<file path="src/rtl/dmem_pkg.sv">
// Shared types and constants for the data-memory responder.
package dmem_pkg;
    localparam int unsigned WCNT_W = 4;
    localparam int unsigned NBYTES = 4;

    typedef enum logic [1:0] {IDLE, WAIT, RESP} state_t;
endpackage

</file>
<file path="src/rtl/dmem_array.sv">
// Word-addressed storage: byte-enabled synchronous write, combinational read.
module dmem_array
    import dmem_pkg::*;
#(
    parameter int unsigned DEPTH = 64,
    parameter int unsigned IDX_W = 6
) (
    input  logic              clk,
    input  logic              i_we,
    input  logic [NBYTES-1:0] i_be,
    input  logic [IDX_W-1:0]  i_idx,
    input  logic [31:0]       i_wdata,
    output logic [31:0]       o_rdata
);
    logic [31:0] r_mem [DEPTH];

    always_ff @(posedge clk) begin
        if (i_we) begin
            for (int unsigned i = 0; i < NBYTES; i++) begin
                if (i_be[i]) r_mem[i_idx][8*i +: 8] <= i_wdata[8*i +: 8];
            end
        end
    end

    assign o_rdata = r_mem[i_idx];
endmodule

</file>
<file path="src/rtl/flopenr.sv">
// Resettable register with load enable.
module flopenr #(
    parameter int unsigned WIDTH = 8
) (
    input  logic             clk,
    input  logic             reset,
    input  logic             en,
    input  logic [WIDTH-1:0] d,
    output logic [WIDTH-1:0] q
);
    always_ff @(posedge clk or posedge reset) begin
        if (reset)   q <= '0;
        else if (en) q <= d;
    end
endmodule

</file>
<file path="src/rtl/dmem_responder.sv">
// Data-memory responder: serialised loads/stores answered after LATENCY wait
// states, with misalignment / range faults reported instead of performed.
module dmem_responder
    import dmem_pkg::*;
#(
    parameter int unsigned DEPTH   = 64,
    parameter int unsigned LATENCY = 2
) (
    input  logic        clk,
    input  logic        reset,
    input  logic        req,
    input  logic        we,
    input  logic [31:0] addr,
    input  logic [31:0] wdata,
    input  logic [3:0]  be,
    output logic        ready,
    output logic [31:0] rdata,
    output logic        err
);
    localparam int unsigned IDX_W = (DEPTH > 1) ? $clog2(DEPTH) : 1;
    localparam int unsigned REQ_W = 1 + 32 + 32 + NBYTES;
    localparam logic [WCNT_W-1:0] WINIT = (LATENCY == 0) ? '0 : WCNT_W'(LATENCY - 1);

    state_t              r_state;
    logic [WCNT_W-1:0]   r_wcnt;
    logic [REQ_W-1:0]    w_req_d;
    logic [REQ_W-1:0]    w_req_q;
    logic                w_accept;
    logic                w_commit;
    logic                w_we;
    logic                w_fault;
    logic                w_mem_we;
    logic [31:0]         w_addr;
    logic [31:0]         w_wdata;
    logic [NBYTES-1:0]   w_be;
    logic [31:0]         w_mem_rdata;

    assign w_accept = (r_state == IDLE) && req;
    assign w_req_d  = {we, addr, wdata, be};

    flopenr #(.WIDTH(REQ_W)) u_req_latch (
        .clk   (clk),
        .reset (reset),
        .en    (w_accept),
        .d     (w_req_d),
        .q     (w_req_q)
    );

    // With LATENCY=0 the commit edge is the acceptance edge, so the live inputs are used
    assign {w_we, w_addr, w_wdata, w_be} = (r_state == IDLE) ? w_req_d : w_req_q;

    assign w_fault  = (w_addr[1:0] != 2'b00) || ({2'b00, w_addr[31:2]} >= 32'(DEPTH));
    assign w_commit = (LATENCY == 0) ? w_accept : ((r_state == WAIT) && (r_wcnt == '0));
    assign w_mem_we = w_commit && w_we && !w_fault;

    dmem_array #(.DEPTH(DEPTH), .IDX_W(IDX_W)) u_array (
        .clk     (clk),
        .i_we    (w_mem_we),
        .i_be    (w_be),
        .i_idx   (w_addr[IDX_W+1:2]),
        .i_wdata (w_wdata),
        .o_rdata (w_mem_rdata)
    );

    always_ff @(posedge clk or posedge reset) begin
        if (reset) begin
            r_state <= IDLE;
            r_wcnt  <= '0;
            ready   <= 1'b0;
            err     <= 1'b0;
            rdata   <= '0;
        end else begin
            case (r_state)
                IDLE: begin
                    ready <= 1'b0;
                    err   <= 1'b0;
                    rdata <= '0;
                    if (req) begin
                        if (LATENCY == 0) begin
                            r_state <= RESP;
                        end else begin
                            r_state <= WAIT;
                            r_wcnt  <= WINIT;
                        end
                    end
                end
                WAIT: begin
                    if (r_wcnt == '0) r_state <= RESP;
                    else              r_wcnt  <= r_wcnt - 1'b1;
                end
                RESP: begin
                    r_state <= IDLE;
                    ready   <= 1'b0;
                    err     <= 1'b0;
                    rdata   <= '0;
                end
                default: r_state <= IDLE;
            endcase
            if (w_commit) begin
                ready <= 1'b1;
                err   <= w_fault;
                rdata <= (w_fault || w_we) ? '0 : w_mem_rdata;
            end
        end
    end
endmodule
</file>
<file path="config.mk">
export PLATFORM = sky130hd
export DESIGN_NAME = dmem_responder
export DESIGN_NICKNAME = d
export VERILOG_FILES = /design/src/rtl/dmem_pkg.sv /design/src/rtl/dmem_array.sv /design/src/rtl/flopenr.sv /design/src/rtl/dmem_responder.sv
export SDC_FILE = /design/constraint.sdc
export NUM_CORES = 2
export LEC_CHECK = 0
export BUFFER_PORTS_ARGS = -buffer_cell sky130_fd_sc_hd__buf_2
export CAP_MARGIN = 25
export CORE_MARGIN = 2
export CORE_UTILIZATION = 55
export CTS_BUF_LIST = sky130_fd_sc_hd__clkbuf_8 sky130_fd_sc_hd__clkbuf_16
export DETAILED_ROUTE_END_ITERATION = 6
export PLACE_DENSITY = 0.71
export SLEW_MARGIN = 20
export SYNTH_ARGS = -nofsm -noshare
export SYNTH_HDL_FRONTEND = slang
export SYNTH_SLANG_ARGS = --single-unit
</file>
<file path="constraint.sdc">
create_clock -name clk -period 6.3 [get_ports clk]
set_input_delay 0.315 -clock clk [delete_from_list [all_inputs] [get_ports clk]]
set_output_delay 0.315 -clock clk [all_outputs]
set_load 0.1 [all_outputs]
</file>
Yosys cells after proc, flatten, opt, wreduce, memory -nomap -nowiden
Memory sizes are Yosys's and may differ from the RTL's.
Index checks and enable logic that the tools add are counted.
- reduce and logical (&&, ||, !) cells: 15
- magnitude comparators: 1
- mux-type cells: 25
- equality and inequality tests: 5
- $add $sub $neg: 1
- operators with widths (kind ; count):
    2-to-1 mux 32 bit ; 3
    2-to-1 mux 69 bit ; 1
    >= comparator 30 x 7 -> 1 bit, second input constant ; 1
    2-to-1 mux 1 bit ; 15
    2-to-1 mux 4 bit ; 2
    case mux 4 bit (2 select lines) ; 1
    nonzero test 2 bit ; 3
    logical AND 1 bit ; 4
    zero test 4 bit ; 1
    2-to-1 mux 2 bit ; 2
    inequality test 2 bit, second input constant ; 2
    case mux 2 bit (2 select lines) ; 1
    subtractor 4 x 1 -> 4 bit, second input constant ; 1
    AND reduction 3 bit ; 1
    equality test 2 x 1 -> 1 bit, second input constant ; 1
    equality test 2 bit, second input constant ; 1
    zero test 2 bit ; 1
    logical OR 1 bit ; 2
    inequality test 2 x 1 -> 1 bit, second input constant ; 1
    AND reduction 2 bit ; 1
    OR reduction 2 bit ; 1
    zero test 1 bit ; 1
- register bits: 109
- RAM bits: 2048
- output and inout port bits: 34
- input bits: 72
- memories: 1
- logic and storage cells: 54
- memory list (memory ; depth ; width ; read ports ; clocked after Yosys merged registers in ; write ports ; line ; RTL):
    u_array.r_mem ; 64 ; 32 ; 1 ; 0 ; 1 ; dmem_array.sv:15 ; logic [31:0] r_mem [DEPTH];

Logic depth before layout (Yosys ltp)
- depth in word-level cells: 8
- gate-level depth with buffers: 15
- gate-level depth less buffers: 9

By module
Synthesis repeated with hierarchy kept, for this count alone.
- cells, all modules: 4941
- area total of the unflattened synthesis: 83273.6 sq um
- by module, submodules not included (module ; times used ; seq. area each (sq um) ; cells an instance ; area each (sq um)):
    dmem_array ; 1 ; 61499.0 ; 4614 ; 78407.7
    flopenr ; 1 ; 1726.7 ; 147 ; 2607.5
    dmem_responder ; 1 ; 1001.0 ; 180 ; 2258.4

Least setup slack after synthesis
OpenSTA, ideal clock, no wires.
- kind: flip-flop to flip-flop
- start point: register r_state[0]
- end point: memory u_array.r_mem[23][0], enable pin
- cell stages (with the launch flop): 11
- slack: 3.130 ns
- path buffers: 7
- data required time: 5.917 ns
- clock period less this slack: 3.170 ns
- setup time: 0.383 ns
- arrival time: 2.787 ns
- path through: dfrtp_1 > buf_6 > buf_4 > nor3b_1 > buf_2 > a22oi_4 > buf_2 > buf_2 > buf_2 > buf_1 > nor3_1
- word-level cells in the longest chain between the ends: 8
- elaborated cells between the ends (all ways): 13
- those cells by class: 1 x order compare; 1 x eq/ne; 4 x mux; 7 x reduce/logical
- RTL lines (what ; line ; RTL):
    from (decl) ; dmem_responder.sv:24 ; state_t r_state;
    from (signal assigned) ; dmem_responder.sv:67 ; r_state <= IDLE;
    from (signal assigned) ; dmem_responder.sv:80 ; r_state <= RESP;
    from (signal assigned) ; dmem_responder.sv:82 ; r_state <= WAIT;
    zero test 2 bit ; dmem_responder.sv:50 ; assign {w_we, w_addr, w_wdata, w_be} = (r_state == IDLE) ? w_req_d : w_req_q;
    2-to-1 mux 69 bit ; dmem_responder.sv:50 ;
    >= comparator 30 x 7 -> 1 bit / nonzero test 2 bit (equally long branches) ; dmem_responder.sv:52 ; assign w_fault = (w_addr[1:0] != 2'b00) || ({2'b00, w_addr[31:2]} >= 32'(DEPTH));
    logical OR 1 bit ; dmem_responder.sv:52 ;
    zero test 1 bit ; dmem_responder.sv:54 ; assign w_mem_we = w_commit && w_we && !w_fault;
    logical AND 1 bit ; dmem_responder.sv:54 ;
    2-to-1 mux 1 bit ; dmem_array.sv:18 ; if (i_we) begin
    2-to-1 mux 1 bit (not written as such) ; dmem_array.sv:20 ; if (i_be[i]) r_mem[i_idx][8*i +: 8] <= i_wdata[8*i +: 8];
    to (decl) ; dmem_array.sv:15 ;
Several ways; a longest one is shown, not always the timed one.

Worst setup path after layout
- start point: register r_state[0]
- end point: register rdata[17]
- word-level cells in the longest chain between the ends: 7
- elaborated cells between the ends (all ways): 14
- those cells by class: 1 x order compare; 2 x eq/ne; 3 x mux; 7 x reduce/logical; 1 x memory
- RTL lines (what ; line ; RTL):
    zero test 2 bit ; dmem_responder.sv:50, dmem_responder.sv:73 ;
    2-to-1 mux 69 bit ; dmem_responder.sv:50 ;
    >= comparator 30 x 7 -> 1 bit / nonzero test 2 bit (equally long branches) ; dmem_responder.sv:52 ;
    logical OR 1 bit ; dmem_responder.sv:52 ;
    logical OR 1 bit ; dmem_responder.sv:102 ; rdata <= (w_fault || w_we) ? '0 : w_mem_rdata;
    2-to-1 mux 32 bit ; dmem_responder.sv:102 ;
    2-to-1 mux 32 bit ; dmem_responder.sv:99 ; if (w_commit) begin
    to (signal assigned) ; dmem_responder.sv:102 ;
    to (decl) ; dmem_responder.sv:17 ; output logic [31:0] rdata,
Several ways; a longest one is shown, not always the timed one.
A chain may end at the register's enable or synchronous reset.

==> results.yml <==
yosys:
  synth_commonest_cells: "edfxtp_1, nand2_1, o22ai_1"
  synthCells: 5641
  synth.area.top_cells: "edfxtp_1, nand2_1, o22ai_1"
  syn_nets: 5715
  yosysSeqAreaShare: 0.7771
  yosysTopAreaCell: "edfxtp_1"
  synth-seq-cells: 2157
  yosys_warnings: 0
  synth_edf_count: 2048
  yosysTopAreaCellShare: 0.7441
  synth_area_per_cell_um2: 14.65
  yosysMostFrequentCell: "edfxtp_1"
  ys_types: 75
  synth_area_um2: 82650
  async_flop_share: 0.05053
  synth-main-ff-cell: "edfxtp_1"
critical_path:
  rr_startpoint: "r_state[0]"
  cp_data_arrival_time_ps: 5700
  reg2regPathDepth: 10
  critical_path_class: "register to register"
  critPathMaxFanout: 77
  r2r_slack_ps: 1350
  crit_required_ps: 7060
  reg2reg_to: "rdata[17]"
  endpoint_kind: "register"
  setup.worst_path.start_class: "register"
global_route:
  grt_usage: 0.3251
  grt_pass1_wl_um: 360800
  grt_antenna_before_repair: 9
  grt_overflow: 0
  grt_pass1_vias: 52080
  grt_max_degree: 89
route:
  antenna_left: 0
  route.detailed.drc: 3
  drt_iter0_drc: 10100
  via_count: 54860
  drt_pass1_iterations: 7
  viasPerCell: 6.851
  routedWlPerCell_um: 31.45
  drt_wl_total_um: 251900
sta:
  layout_worst_path_cycle_share: 0.7852
  layout_setup_ws_ps: 1353
  hold_viol: 0
  drv_slew: 0
  max_freq_ghz: 0.2021
  slew_headroom: 0.2390
  tightest_slew_ps: 1142
  rsz0062_at_grt: "false"
  final.setup.tns_ps: 0
  clock_skew_ps: 38.00
  hold_ws_ps: 59.88
  fin_crit_ps: 4947
  finalSetupViolations: 0
cells_and_area:
  finalNetCount: 5889
  final-seq-area_um2: 64230
  drive_above_1_share: 0.1264
  final_area_um2: 93360
  area_growth_pct: 12.95
  fillers: 10700
  multi_input_area_um2: 17010
floorplanning:
  fp.dieW_um: 391.7
  num_io_pins: 106
  start_util: 0.5525
  die_area_um2: 153400
  core_um2: 149600
  row_count: 142
  dieHeight_um: 391.7
hold_path:
  hold_depth: 3
  hold_end: "u_req_latch.q[39]"
  min_from: "addr[3]"
  hp-class: "input pin to register"
power_and_ir_drop:
  p_int_w: 0.02891
  pwr_density_cell_nw_per_um2: 502.0
  switching_power_w: 0.01795
  leakage_nw: 30.84
  combPwrFrac: 0.338
  irDropWorstVdd_mv: 0.6992
  sw_frac_of_total: 0.3830
  clkPwrFrac: 0.259
  seq_power_share: 0.403
clocking:
  path_clk_slew_ps: 60
  cts_setup_buffers: 0
  hold_buffers: 69
  cts.path.max_buffers: 3
  htree_num_levels: 4
  cts.sinks: 2157
  cts_tree: "yes"
  post_cts_resize_count: 0
  cts_made_buffers: 200
  cts-root-buf: "clkbuf_16"
  clock_latency_ps: 860
placed_design:
  post-place-ws_ps: 1587
  dpl_cell_area_um2: 85300
  io_buffer_count: 105
  post-dp-hpwl_um: 141600
  gp_congestion: 0.8924
status:
  status: "complete, but fails checks"
  failed_checks: "design-rule violations"
job:
  max_cap_violations: 0
-- layout by cell type (no fill, tap or decap), types with 26 or more instances in the layout --
cell type / netlist / final
o22ai_1: 532 / 532
buf_4: 44 / 108
o221ai_1: 56 / 56
nand2_1: 1001 / 966
edfxtp_1: 2048 / 2048
clkinv_1: 0 / 40
nand3_1: 117 / 117
nor2_1: 238 / 234
a31oi_1: 78 / 78
dlygate4sd3_1: 0 / 69
dfrtp_1: 109 / 109
clkinv_2: 0 / 33
nor3_1: 249 / 177
mux2i_1: 34 / 34
o21ai_0: 108 / 108
inv_1: 6 / 56
buf_12: 0 / 26
a32o_1: 38 / 38
buf_2: 191 / 142
clkbuf_16: 0 / 209
nor3_2: 1 / 73
a32oi_1: 91 / 91
nor4_1: 50 / 50
clkbuf_2: 0 / 39
a21oi_1: 245 / 245
-- sequential cells by signal (all words and copies together) (netlist names) --
| name | flops |
|---|---|
| u_array.r_mem | 2048 |
| u_req_latch.q | 69 |
| ready | 1 |
| r_wcnt | 4 |
| err | 1 |
| r_state | 2 |
| rdata | 32 |
-- stage by stage --
| step | power (W) | utilization | instances |
|---|---|---|---|
| after CTS | 0.04622 | 0.6188 | 7929 |
| final | 0.04686 | 0.6241 | 8008 |
| after floorplan | 0.02771 | - | 5641 |
| after global placement | 0.03412 | 0.5700 | 7481 |
| after global routing | 0.04788 | 0.6240 | 8006 |
| after detailed placement | 0.03430 | 0.5702 | 7484 |
-- layer usage --
| layer | GRT usage | vias to the layer above | routed length (um) |
|---|---|---|---|
| met1 | 0.4470 | 27020 | 89620 |
| met5 | 0 | - | 94 |
| li1 | - | 22310 | - |
| met4 | 0.1460 | 14 | 12680 |
| met3 | 0.08283 | 740 | 34600 |
| met2 | 0.4938 | 4778 | 114900 |
-- cell type report --
cell class              instances  share of cell area
diodes                          3          0.00008041
clock buffers                 223             0.05809
clock inverters               153             0.01238
inverters                       6           0.0002949
multi-input cells            3064              0.1822
flip-flops and latches       2157              0.6880
well taps                    2016             0.02702
repair buffers                386             0.03195
-- worst max-delay path by stage --
stage | start | endpoint | slack (ps) | cells after the start
after global placement | r_state[0] | rdata[17] | 1620 | 10
after CTS | r_state[0] | rdata[17] | 1530 | 10
after detailed placement | r_state[0] | rdata[17] | 1590 | 10
after floorplan | reset | err | 3110 | 1
final | r_state[0] | rdata[17] | 1350 | 10
after global routing | r_state[0] | rdata[17] | 1370 | 10
-- power groups by stage --
stage | logic (W) | registers (W) | clock network, W
after floorplan | 0.00855 | 0.0192 | 0
after detailed placement | 0.0151 | 0.0192 | 0
final | 0.0158 | 0.0189 | 0.0121
after global routing | 0.0163 | 0.0189 | 0.0127
after global placement | 0.0150 | 0.0191 | 0
after CTS | 0.0152 | 0.0189 | 0.0121
-- cell families after synthesis --
logic type      after synthesis  share of synthesized area
flops                      2157                     0.7771
fa+ha+maj                     2                  0.0003027
xor+xnor                      2                  0.0002120
compound gates             1305                     0.1045
simple gates               1715                    0.08747
buf+inv                     420                    0.02555
mux                          40                   0.004935
-- worst max-delay path, stage by stage (launching register included) --
cell and delay, ps:
dfrtp_1 820, or2_2 360, buf_4 500, o22ai_4 180
nand2_8 620, buf_4 390, o22ai_1 170, nor3_1 450
o21ai_0 240, a2111oi_0 840, a22o_1 240
No activity file was read; power rests on OpenSTA's default activity.
